## config.mk

```make
export PLATFORM = sky130hd
export DESIGN_NAME = counter_down_flat
export DESIGN_NICKNAME = d
export VERILOG_FILES = /design/src/rtl/counter_down_if.sv /design/src/rtl/counter_down.sv /design/src/flat_wrapper.sv
export SDC_FILE = /design/constraint.sdc
export NUM_CORES = 1
export LEC_CHECK = 0
export ABC_AREA = 1
export CORE_UTILIZATION = 43
export CTS_CLUSTER_DIAMETER = 30
export CTS_CLUSTER_SIZE = 12
export DETAILED_ROUTE_END_ITERATION = 10
export PLACE_DENSITY = 0.74
export SLEW_MARGIN = 5
export SYNTH_ARGS = -nofsm -noshare
export SYNTH_HDL_FRONTEND = slang
export SYNTH_SLANG_ARGS = --single-unit
```

## constraint.sdc

```tcl
create_clock -name clk -period 1.65 [get_ports clk]
set_clock_uncertainty 0.15 [all_clocks]
set_input_delay 0.165 -clock clk [delete_from_list [all_inputs] [get_ports clk]]
set_output_delay 0.165 -clock clk [all_outputs]
set_load 0.02 [all_outputs]
```

## src/rtl/counter_down_if.sv

```systemverilog
// Control/status bundle for counter_down: the controller drives the requests,
// the counter returns its registered count, busy and done.
interface counter_down_if #(
  parameter int WIDTH = 8
);
  logic             load;
  logic [WIDTH-1:0] load_val;
  logic             start;
  logic             pause;
  logic             stop;
  logic [WIDTH-1:0] count;
  logic             busy;
  logic             done;

  modport master (
    output load, load_val, start, pause, stop,
    input  count, busy, done
  );

  modport slave (
    input  load, load_val, start, pause, stop,
    output count, busy, done
  );
endinterface

```

## src/rtl/counter_down.sv

```systemverilog
// Programmable down-counter / countdown timer with pause, abort and a one-cycle done pulse.
// Define COUNTER_DOWN_RELOAD_EN for auto-reload (periodic done) instead of one-shot.
module counter_down #(
  parameter int WIDTH = 8
) (
  input  logic          clk,
  input  logic          rst,
  counter_down_if.slave bus
);

  typedef enum logic [1:0] {
    IDLE,
    RUN,
    HOLD,
    DONE
  } state_e;

  localparam logic [WIDTH-1:0] ONE = WIDTH'(1);

  state_e           state_q, state_d;
  logic [WIDTH-1:0] count_q, count_d;
  logic             busy_q, busy_d;
  logic             done_q, done_d;
  logic [WIDTH-1:0] eff_count;
`ifdef COUNTER_DOWN_RELOAD_EN
  logic [WIDTH-1:0] reload_q, reload_d;
`endif

  // NOTE: every signal written here gets a default first, so no path can infer a latch.
  always_comb begin
    state_d   = state_q;
    count_d   = count_q;
    done_d    = 1'b0;
`ifdef COUNTER_DOWN_RELOAD_EN
    reload_d  = reload_q;
`endif
    eff_count = bus.load ? bus.load_val : count_q;

    case (state_q)
      IDLE, DONE: begin
        state_d = IDLE;
        if (bus.load) begin
          count_d  = bus.load_val;
`ifdef COUNTER_DOWN_RELOAD_EN
          reload_d = bus.load_val;
`endif
        end
        if (bus.start) begin
          state_d = (eff_count != '0) ? RUN : DONE;
        end
      end

      // Leaving HOLD with pause low is itself a decrement step, so each
      // HOLD cycle adds exactly one cycle of latency.
      RUN, HOLD: begin
        if (bus.stop) begin
          state_d = IDLE;
        end else if (bus.pause) begin
          state_d = HOLD;
        end else if (count_q > ONE) begin
          count_d = count_q - ONE;
          state_d = RUN;
        end else begin
`ifdef COUNTER_DOWN_RELOAD_EN
          if (count_q == ONE) begin
            count_d = reload_q;
            done_d  = 1'b1;
            state_d = RUN;
          end else begin
            state_d = DONE;
          end
`else
          count_d = '0;
          state_d = DONE;
`endif
        end
      end
    endcase

    busy_d = (state_d == RUN) || (state_d == HOLD);
    if (state_d == DONE) begin
      done_d = 1'b1;
    end
  end

  // NOTE: state registers use non-blocking assignments so every flop samples pre-edge values.
  always_ff @(posedge clk or negedge rst) begin
    if (!rst) begin
      state_q  <= IDLE;
      count_q  <= '0;
      busy_q   <= 1'b0;
      done_q   <= 1'b0;
`ifdef COUNTER_DOWN_RELOAD_EN
      reload_q <= '0;
`endif
    end else begin
      state_q  <= state_d;
      count_q  <= count_d;
      busy_q   <= busy_d;
      done_q   <= done_d;
`ifdef COUNTER_DOWN_RELOAD_EN
      reload_q <= reload_d;
`endif
    end
  end

  assign bus.count = count_q;
  assign bus.busy  = busy_q;
  assign bus.done  = done_q;

endmodule

```

## src/flat_wrapper.sv

```systemverilog
// flat-port wrapper written by rule: the top's interface ports become plain ports
module counter_down_flat 
#(
  parameter int WIDTH = 8
)
  (clk, rst, bus_load, bus_load_val, bus_start, bus_pause, bus_stop, bus_count, bus_busy, bus_done);
  counter_down_if #(.WIDTH(WIDTH)) bus_i ();
  input  logic clk;
  input  logic rst;
  input wire logic [$bits(bus_i.load)-1:0] bus_load;
  input wire logic [$bits(bus_i.load_val)-1:0] bus_load_val;
  input wire logic [$bits(bus_i.start)-1:0] bus_start;
  input wire logic [$bits(bus_i.pause)-1:0] bus_pause;
  input wire logic [$bits(bus_i.stop)-1:0] bus_stop;
  output wire logic [$bits(bus_i.count)-1:0] bus_count;
  output wire logic [$bits(bus_i.busy)-1:0] bus_busy;
  output wire logic [$bits(bus_i.done)-1:0] bus_done;
  assign bus_i.load = bus_load;
  assign bus_i.load_val = bus_load_val;
  assign bus_i.start = bus_start;
  assign bus_i.pause = bus_pause;
  assign bus_i.stop = bus_stop;
  assign bus_count = bus_i.count;
  assign bus_busy = bus_i.busy;
  assign bus_done = bus_i.done;
  counter_down #(.WIDTH(WIDTH)) u_core (.clk(clk), .rst(rst), .bus(bus_i));
endmodule
```

# After elaboration in Yosys (flattened, before gate mapping)
# Index checks and enable logic that the tools add are counted.
# totals
latchBits	0
ramBits	0
rom_bits	0
inputBits	14
n_memories	0
regBits	12
word_cells	32
# classes
eq_ne	8
mux	12
n_lt_le_gt_ge	1
shift	0
n_reduce_logical	6
n_bitwise	0
div_mod_pow	0
mul	0
add_sub_neg	1
# op_table
op	count
$mux 8	4
$pmux 8 s2	1
$mux 2	5
$eq 2x2->1 const B	4
$gt 8x1->1 const B	1
$reduce_bool 8->1	1
$sub 8x1->8 const B	1
$eq 2x1->1 const B	2
$ne 2x2->1 const B	2
$pmux 2 s2	1
$reduce_or 2->1	2
$logic_not 2->1	1
$reduce_and 2->1	1
$logic_or 1x1->1	1
$mux 1	1

# Logic depth before layout (Yosys ltp)
# Gate-level depths: netlist of the first run.
# logic_depth
word_depth	7
depth_mapped	9
mapped_depth_nobuf	9

# Worst setup path after synthesis of the first run
# OpenSTA, ideal clock, no wires.
# synth_path
path_kind	reg-to-reg
startpoint	register u_core.count_q[0] (netlist: u_core.bus.count[0])
endpoint	register u_core.busy_q (netlist: u_core.bus.busy)
period_less_slack_ns	1.827
required_ns	1.374
path_buffers	0
setup_ns	0.126
stages_incl_launch_ff	10
slack_ns	-0.177
arrival_ns	1.551
path_cell_list	dfrtp_1 -> inv_1 -> ha_1 -> inv_1 -> nand2_1 -> nand2_1 -> nor2_4 -> o21ai_0 -> nand2_1 -> ha_1
# synth_via
elab_chain_len	7
# synth_lines
item	line_no	source
start, declared	counter_down.sv:21	logic [WIDTH-1:0] count_q, count_d;
start signal, assigned	counter_down.sv:98	count_q <= count_d;
$gt 8x1->1 or $mux 8 (tied branches)	-	
$mux 2 or $reduce_bool 8->1 (tied branches)	counter_down.sv:60, counter_down.sv:49	
$mux 2 (on tied branches)	counter_down.sv:58, counter_down.sv:49	
$mux 2 (on tied branches)	counter_down.sv:56, counter_down.sv:48	
$pmux 2 s2 (*)	counter_down.sv:39	case (state_q)
via u_core.state_d[1]	counter_down.sv:20	state_e state_q, state_d;
$eq 2x1->1 or $eq 2x2->1 (tied branches)	counter_down.sv:80	busy_d = (state_d == RUN) || (state_d == HOLD);
$logic_or 1x1->1 (*)	counter_down.sv:80	
via u_core.busy_d	counter_down.sv:22	logic busy_q, busy_d;
end signal, assigned	counter_down.sv:99	busy_q <= busy_d;
end, declared	counter_down.sv:22	
# The timed path passes the listed nets; every way through them passes the cells marked *.
# A chain may end at the register's enable or synchronous reset.

# Worst setup path in the final report of the first run
# Ends and elaborated chain as after synthesis.

==> run metrics, run 1 <==
drt wl/cell 11.7 um; XOR/XNOR Fraction of Synth Area 0.0273; Root Driver clkbuf_4; r2r worst-path depth 9; CP bufs+invs 2; HP Class in2async; Synth Area in Compound Gates 0.0442; FF-to-FF setup slack 0.05 ns; cts hold-fix bufs 0; 1st-iter DRT viols 37; Die Y 49.3 um; cts bufs inserted 3; main combinational cell family by area after synthesis simple AND/OR/NAND/NOR gates; Hold Vio Cnt, Final 0; RePlAce Congestion 0.942; critical path class reg2reg; Crit. End Element flip-flop; # Max-Cap Violations 0; post-synthesis mux area share 0; post-synthesis adder-cell area fraction 0.0390; slew margin rel. 0.638; final slew viol count 0; register area share after synthesis 0.312; Tcrit/Tclk final 0.971; I/O pins 24; Worst Path Arrival 1.61 ns; die area 0.00243 mm^2; final setup vio count 0; flops & latches, synth 12; Mapped Area 963 um^2; post-layout util 0.659; CTS tree done; CP Cell Sequence inv_2 -> ha_4 -> inv_1 -> nand2_2 -> nand2_2 -> nor2_4 -> o21ai_2 -> nand2_2 -> ha_1; Worst path slowest cell dfrtp_2; fin crit period 1.60 ns; WL final 2480 um; clk_lat worst skew 0.28 ns; DR vias 1,040; vias in the first global route 970; Rows 16; clock slew at reported path FFs 0.08 ns; post-synth top area share 0.312; PD cells 1360 mW/mm^2; Startpoint Class flip-flop; top cells by area, synth dfrtp_1, nand2_1, nand3_1; top cells by count, synth nand2_1, inv_1, nand3_1; first-pass GRT wire length 4320 um; clock buffer depth 2; CP startpoint u_core.bus.count[0]$_DFFE_PN0P_; largest area contributor in the netlist dfrtp_1; critical path's largest stage delay 0.40 ns; largest net degree at the start of global routing 16; IO Port Bufs 23; top cell family by delay on the critical path adder cells; final worst slack 0.0483 ns; Crit path required time 1.66 ns; GR Overflow Total 0; initial antenna violation count 0; EDFF count, synth 0; RR Startpoint u_core.bus.count[0]$_DFFE_PN0P_; Synthesized Nets 166; Ant. Diodes 0; antenna-violating nets left 0; fraction of registers with async set/reset 1.00; Yosys cell types 17; DRC viols 0; Ys Warns 0; Post-Syn Instances 149; H-tree lvl count 1; CP dominant cell by count nand2_2; Final TNS setup 0 ns; Die Width 49.3 um; Achievable Freq 624 MHz; status complete, no violations; layout cells sized above 1 0.189; Peak VDD IR 0.739 mV; syn_area_per_cell 6.47 um^2; core box area 0.00204 mm^2; crit path max fanout 4; 1st-pass router iterations 4; most frequent cell after synthesis nand2_1; commonest register cell after synthesis dfrtp_1; Slew @ Worst Pin 0.542 ns; RSZ-0062 raised after global routing true; Starting Density 0.472; leakage 0.742 nW; Simple-Gate Fraction of Synth Area 0.442; total track usage 0.237; # clock sinks 12; reg2reg end u_core.bus.busy$_DFF_PN0_; mean number of vias per cell 4.91; worst slack, placed -0.283 ns; Post-DP HPWL 1910 um; nets 203; Layout area overhead 39.7%
cell families after synthesis:
kind of cell,after synthesis
adder cells (fa/ha/maj),3
buffers and inverters,31
AND/OR/NAND/NOR,92
AO/OA/AOI/OAI,8
XOR/XNOR,3
flip-flops,12
stage by stage:
stage                     cell area (um^2)  hold slack [ns]  power [W]  cells
after global placement                1290            0.420    0.00160    207
after global routing                  1350            0.139    0.00199    212
after detailed placement              1290            0.416    0.00164    207
after CTS                             1330            0.127    0.00182    212
after floorplan                        978           -0.281    0.00120    149
final                                 1350           0.0882    0.00184    212
flip-flops by register name, indices dropped and copies added, names as in the netlist:
name and flops:
u_core.bus.done 1, u_core.bus.busy 1, u_core.bus.count 8, u_core.state_q 2
placed cells by master (no fill, tap or decap), drive strengths merged:
| cell | count |
|---|---|
| nand2 | 54 |
| inv | 29 |
| nand3 | 22 |
| clkdlybuf4s50 | 15 |
| nor2 | 14 |
| dfrtp | 12 |
| buf | 11 |
| o21ai | 7 |
| dlygate4sd2 | 5 |
| clkbuf | 4 |
| xor2 | 3 |
| dlymetal6s2s | 3 |
| ha | 3 |
| or2 | 1 |
| o21bai | 1 |
| nand4 | 1 |
where the power goes:
group	internal, W	total (W)	switching [W]
clock	0.0000938	0.000194	0.000101
sequential	0.000396	0.000536	0.000140
combinational	0.000470	0.00111	0.000636
how the worst max path moves through the flow:
| stage | end | slack, ns | depth (start not counted) |
|---|---|---|---|
| CTS | u_core.bus.busy$_DFF_PN0_ | 0.005 | 8 |
| global placement | u_core.bus.busy$_DFF_PN0_ | -0.20 | 9 |
| global route | u_core.bus.busy$_DFF_PN0_ | -0.03 | 8 |
| floorplan | u_core.bus.busy$_DFF_PN0_ | 0.01 | 9 |
| finish | u_core.bus.busy$_DFF_PN0_ | 0.05 | 9 |
| detailed placement | u_core.bus.busy$_DFF_PN0_ | -0.28 | 9 |
per-layer routing:
metal / routed length [um] / up-vias / global-route usage
met2: 1150 / 45 / 0.402
met5: 0 / - / 0
li1: - / 523 / -
met3: 127 / 9 / 0.00935
met4: 80 / 0 / 0.132
met1: 1120 / 463 / 0.298
layout make-up:
cell class | count | area, um^2
clock buffers | 4 | 26.3
inverters | 29 | 111
flip-flops and latches | 12 | 303
fillers | 197 | 696
multi-input cells | 106 | 558
repair buffers | 34 | 314
well taps | 27 | 33.8
timing repair:
item / in CTS / in global routing
endpoints found under the setup margin: 5 / 8
gates cloned: 0 / 0
hold endpoints to repair: 0 / 0
pin swaps: 1 / 3
buffers inserted: 1 / 0
resized for setup: 7 / 9
Power figures use the tool's default switching activity.
==> run 2: changes to the inputs <==
--- a/config.mk
+++ b/config.mk
@@ -10,8 +10,9 @@
 export CTS_CLUSTER_DIAMETER = 30
 export CTS_CLUSTER_SIZE = 12
 export DETAILED_ROUTE_END_ITERATION = 10
+export MAX_ROUTING_LAYER = met4
 export PLACE_DENSITY = 0.74
-export SLEW_MARGIN = 5
+export SKIP_LAST_GASP = 1
 export SYNTH_ARGS = -nofsm -noshare
 export SYNTH_HDL_FRONTEND = slang
 export SYNTH_SLANG_ARGS = --single-unit
==> run 2 against run 1 <==
Compared with the run above: via count about the same; largest cell class unchanged; register-to-register slack worse by 0.03 ns; global-route usage up 0.74 points; clock-buffer cell count unchanged; critical path type unchanged; design area down 0.19%; sequential cell count unchanged; final cell count unchanged.
==> run metrics, run 2 (synthesis gave the netlist of run 1 again) <==
RSZ-0062 raised after global routing true; Achievable Freq 613 MHz (-1.9%); total track usage 0.244 (+0.00740); most common cell after layout, fill and taps aside nand2_1; CTS tree done; GR Overflow Total 0 (unchanged); IO Port Bufs 23 (unchanged); status complete, no violations; antenna-violating nets left 0 (unchanged); max reg flops 8 (unchanged); leakage 0.742 nW (about the same); # Max-Cap Violations 0 (unchanged); clock buffer depth 2 (unchanged); post-layout util 0.658 (-0.00123); layout cells sized above 1 0.184 (-0.00541); most frequent cells in the layout nand2_1, inv_1, nand3_1, clkdlybuf4s50_1; Ant. Diodes 0 (unchanged); clock slew at reported path FFs 0.08 ns (about the same); core box area 0.00204 mm^2 (unchanged); largest net degree at the start of global routing 16 (unchanged); post-layout total power 0.00184 W (about the same); I/O pins 24 (unchanged); clk_lat worst skew 0.27 ns (about the same); Worst Path Arrival 1.64 ns (+0.03 ns); Hold Vio Cnt, Final 0 (unchanged); HP Class in2async; initial antenna violation count 0 (unchanged); Post-DP HPWL 1910 um (unchanged); first-pass GRT wire length 4330 um (+0.32%); die area 0.00243 mm^2 (unchanged); Root Driver clkbuf_4; final worst slack 0.0179 ns (-0.0304 ns); crit path max fanout 4 (unchanged); cts bufs inserted 3 (unchanged); Startpoint Class flip-flop; PD cells 1370 mW/mm^2 (+0.23%); final setup vio count 0 (unchanged); design area 0.00134 mm^2 (-0.19%); nets 203 (unchanged); cts hold-fix bufs 0 (unchanged); Crit path required time 1.65 ns (about the same); slew margin rel. 0.632 (-0.00630); Starting Density 0.472 (unchanged); fin crit period 1.63 ns (+0.0304 ns); Slew @ Worst Pin 0.551 ns (+0.00943 ns); Final TNS setup 0 ns (unchanged); drt wl/cell 11.8 um (+0.72%); placed cell area 0.00129 mm^2 (unchanged); worst slack, placed -0.283 ns (unchanged); final slew viol count 0 (unchanged); Crit. End Element flip-flop; Peak VDD IR 0.744 mV (+0.60%); Rows 16 (unchanged); Die Width 49.3 um (unchanged); 1st-pass router iterations 4 (unchanged); mean number of vias per cell 4.91 (about the same); Layout area overhead 39.5%; WL final 2500 um (+0.72%); critical path class reg2reg; DRC viols 0 (unchanged); # clock sinks 12 (unchanged); 1st-iter DRT viols 30 (-19%); r2r worst-path depth 9 (unchanged); vias in the first global route 969 (-0.10%); DR vias 1,041 (+0.096%); H-tree lvl count 1 (unchanged); RePlAce Congestion 0.959 (+1.8%); Tcrit/Tclk final 0.989 (+0.0185); Die Y 49.3 um (unchanged)
## run 2: per-layer routing
layer,wire (um),global-route usage
met5,0,-
met4,61,0.132
met3,117,0.00935
met2,1190,0.402
met1,1130,0.300
## run 2: worst paths after layout
path,end,slack [ns],startpoint
worst min register to register,u_core.bus.count[0]$_DFFE_PN0P_,0.44,u_core.bus.count[0]$_DFFE_PN0P_
max in group asynchronous,u_core.bus.count[1]$_DFFE_PN0P_,0.86,rst
worst max register to register,u_core.bus.busy$_DFF_PN0_,0.02,u_core.bus.count[0]$_DFFE_PN0P_
worst min-delay path,u_core.bus.count[2]$_DFFE_PN0P_,0.09,rst
worst max-delay path,u_core.bus.busy$_DFF_PN0_,0.02,u_core.bus.count[0]$_DFFE_PN0P_
min in group clk,u_core.bus.count[2]$_DFFE_PN0P_,0.41,bus_load
## run 2: worst max-delay path, stage by stage (launching register included)
cell	delay (ns)
dfrtp_2	0.44
inv_2	0.09
buf_4	0.13
nand2_1	0.06
nand2_1	0.06
nand2_1	0.05
nor2_1	0.11
nand3_1	0.08
nand2_1	0.10
ha_1	0.25
## run 2: through the flow
stage               instances  hold WS (ns)
floorplan                 149        -0.281
detailed placement        207         0.416
finish                    212        0.0925
global placement          207         0.420
CTS                       212         0.127
global route              212         0.139
## run 2: cell type report
cell class	instances	area [um^2]
multi-input combinational	106	556
tap	27	33.8
clock buffer	4	26.3
timing repair buffer	34	314
fill	199	698
inverter	29	111
sequential	12	303
## run 2: repair_timing
action | in CTS | in global routing
gates resized for setup | 7 | 7
buffers inserted | 1 | 0
gates cloned | 0 | 0
pin swaps | 1 | 2
setup endpoints to repair | 5 | 8
## run 2: power breakdown
group,switching (W),internal [W],leakage [nW]
clock,0.000102,0.0000937,0.0150
combinational,0.000639,0.000468,0.582
sequential,0.000140,0.000396,0.146
total,0.000880,0.000958,0.742
==> run 3: changes to the inputs <==
--- a/config.mk
+++ b/config.mk
@@ -11,7 +11,7 @@
 export CTS_CLUSTER_SIZE = 12
 export DETAILED_ROUTE_END_ITERATION = 10
 export MAX_ROUTING_LAYER = met4
-export PLACE_DENSITY = 0.74
+export PLACE_DENSITY = 0.76
 export SKIP_LAST_GASP = 1
 export SYNTH_ARGS = -nofsm -noshare
 export SYNTH_HDL_FRONTEND = slang
==> run 3 against run 2 <==
Compared with the run above: die area stayed put; combinational power is 4% lower; clock-buffer cell count is the same; routed wire length decreased by 4.8%; power shrank 2.1%; first-iteration DRC count did not move; non-clock buffer count unchanged; worst hold slack better by 0.012 ns; global-route usage shrank 1.4 points; register-to-register slack gained 0.02 ns.
==> run metrics, run 3 (synthesis gave the netlist of run 1 again) <==
I/O pins 24 (unchanged); most common cell after layout, fill and taps aside nand2_1; FILL cells 190 (-4.5%); leakage 0.751 nW (+1.1%); status complete, no violations; DRC viols 0 (unchanged); Layout area overhead 38.7%; initial antenna violation count 0 (unchanged); RePlAce Congestion 0.963 (+0.46%); largest net degree at the start of global routing 16 (unchanged); most frequent cells in the layout nand2_1, inv_1, nand3_1, clkdlybuf4s50_1; Peak VDD IR 0.970 mV (+30%); clock slew at reported path FFs 0.08 ns (about the same); final setup vio count 0 (unchanged); slew margin rel. 0.609 (-0.0228); crit path max fanout 4 (unchanged); Die Y 49.3 um (unchanged); Hold Vio Cnt, Final 0 (unchanged); DR vias 1,029 (-1.2%); WL final 2380 um (-4.8%); # Max-Cap Violations 0 (unchanged); critical path class reg2reg; H-tree lvl count 1 (unchanged); core box area 0.00204 mm^2 (unchanged); Crit path required time 1.67 ns (+0.02 ns); Die Width 49.3 um (unchanged); PD cells 1350 mW/mm^2 (-1.5%); Root Driver clkbuf_4; clock buffer depth 2 (unchanged); critical path's largest stage delay 0.44 ns (about the same); nets 203 (unchanged); post-layout total power 0.00180 W (-2.1%); drt wl/cell 11.2 um (-4.8%); Tcrit/Tclk final 0.980 (-0.00937); Achievable Freq 619 MHz (+0.96%); 1st-pass router iterations 4 (unchanged); max reg flops 8 (unchanged); Crit. End Element flip-flop; IO Port Bufs 23 (unchanged); vias in the first global route 1,008 (+4.0%); die area 0.00243 mm^2 (unchanged); RSZ-0062 raised after global routing true; cts hold-fix bufs 0 (unchanged); CTS tree done; HP Class in2async; antenna-violating nets left 0 (unchanged); Rows 16 (unchanged); Post-DP HPWL 1850 um (-3.1%); clk_lat worst skew 0.28 ns (about the same); Startpoint Class flip-flop; 1st-iter DRT viols 30 (unchanged); fin crit period 1.62 ns (-0.0155 ns); Slew @ Worst Pin 0.585 ns (+0.0341 ns); CP Cell Sequence ha_1 -> inv_1 -> nand2_1 -> nand2_2 -> nor2_4 -> o21ai_1 -> nand2_1 -> ha_1; layout cells sized above 1 0.168 (-0.0162); final slew viol count 0 (unchanged); first-pass GRT wire length 4150 um (-4.2%); # clock sinks 12 (unchanged); Starting Density 0.472 (unchanged); mean number of vias per cell 4.85 (-1.2%); post-layout util 0.654 (-0.00368); cts bufs inserted 3 (unchanged); Worst Path Arrival 1.63 ns (about the same); Worst path slowest cell dfrtp_2; GR Overflow Total 0 (unchanged); total track usage 0.230 (-0.0144); Final TNS setup 0 ns (unchanged); Ant. Diodes 0 (unchanged)
[run 3: cell types whose count changed in the layout (fill, tap and decap cells not counted)]
cell,change
o21ai_1,+1
nand2_1,+1
ha_2,-1
inv_2,+1
o21ai_2,-1
dlymetal6s2s_1,+1
inv_4,-1
dlygate4sd2_1,-1
nand2_2,-1
ha_1,+1
[run 3: layout make-up]
| cell class | instances | area [um^2] | area share |
|---|---|---|---|
| Clock buffer | 4 | 26.3 | 0.0197 |
| Inverter | 29 | 109 | 0.0815 |
| Multi-Input combinational cell | 106 | 547 | 0.409 |
| Sequential cell | 12 | 303 | 0.227 |
| Tap cell | 27 | 33.8 | 0.0253 |
| Timing Repair Buffer | 34 | 318 | 0.238 |
[run 3: metal layers]
layer / wire length, um / part of all wire / global-route usage
met5: 0 / 0 / -
met4: 60 / 0.025 / 0.157
met3: 72 / 0.030 / 0.00623
met1: 1120 / 0.47 / 0.271
met2: 1130 / 0.47 / 0.379
[run 3: per-stage QoR]
step	instances	hold slack (ns)	setup slack [ns]	instance area [um^2]
after global placement	207	0.410	-0.198	1290
after global routing	212	0.149	-0.0482	1340
after floorplan	149	-0.281	0.0109	978
after detailed placement	207	0.430	-0.246	1290
final	212	0.104	0.0334	1340
after CTS	211	0.123	0.000221	1320
[run 3: path summary, 6_finish.rpt]
| kind | startpoint | to | slack, ns | depth (start not counted) |
|---|---|---|---|---|
| setup / recovery | u_core.bus.count[0]$_DFFE_PN0P_ | u_core.bus.busy$_DFF_PN0_ | 0.03 | 8 |
| hold / removal | rst | u_core.bus.count[2]$_DFFE_PN0P_ | 0.10 | 1 |
| setup reg to reg | u_core.bus.count[0]$_DFFE_PN0P_ | u_core.bus.busy$_DFF_PN0_ | 0.03 | 8 |
| hold reg to reg | u_core.bus.count[0]$_DFFE_PN0P_ | u_core.bus.count[0]$_DFFE_PN0P_ | 0.45 | 2 |
| max in group asynchronous | rst | u_core.bus.count[0]$_DFFE_PN0P_ | 0.83 | 1 |
| min in group clk | bus_load | u_core.bus.count[2]$_DFFE_PN0P_ | 0.29 | 4 |
[run 3: worst max-delay path: cells and delay by family, from the launching register on]
family                   cells  cell delay (ns)
AND/OR/NAND/NOR              4             0.28
flip-flops                   1             0.44
adder cells (fa/ha/maj)      2             0.47
buffers and inverters        1             0.05
AO/OA/AOI/OAI                1             0.13
[run 3: report_power, final]
group,leakage (nW),internal [W],switching [W]
Clock,0.0150,0.0000938,0.000106
Combinational,0.590,0.000452,0.000618
Sequential,0.146,0.000395,0.000134
[run 3: what timing repair did]
item | 4_1_cts | 5_1_grt
endpoints found under the setup margin | 5 | 7
buffers inserted | 0 | 1
gates resized for setup | 5 | 5
pin swaps | 0 | 2
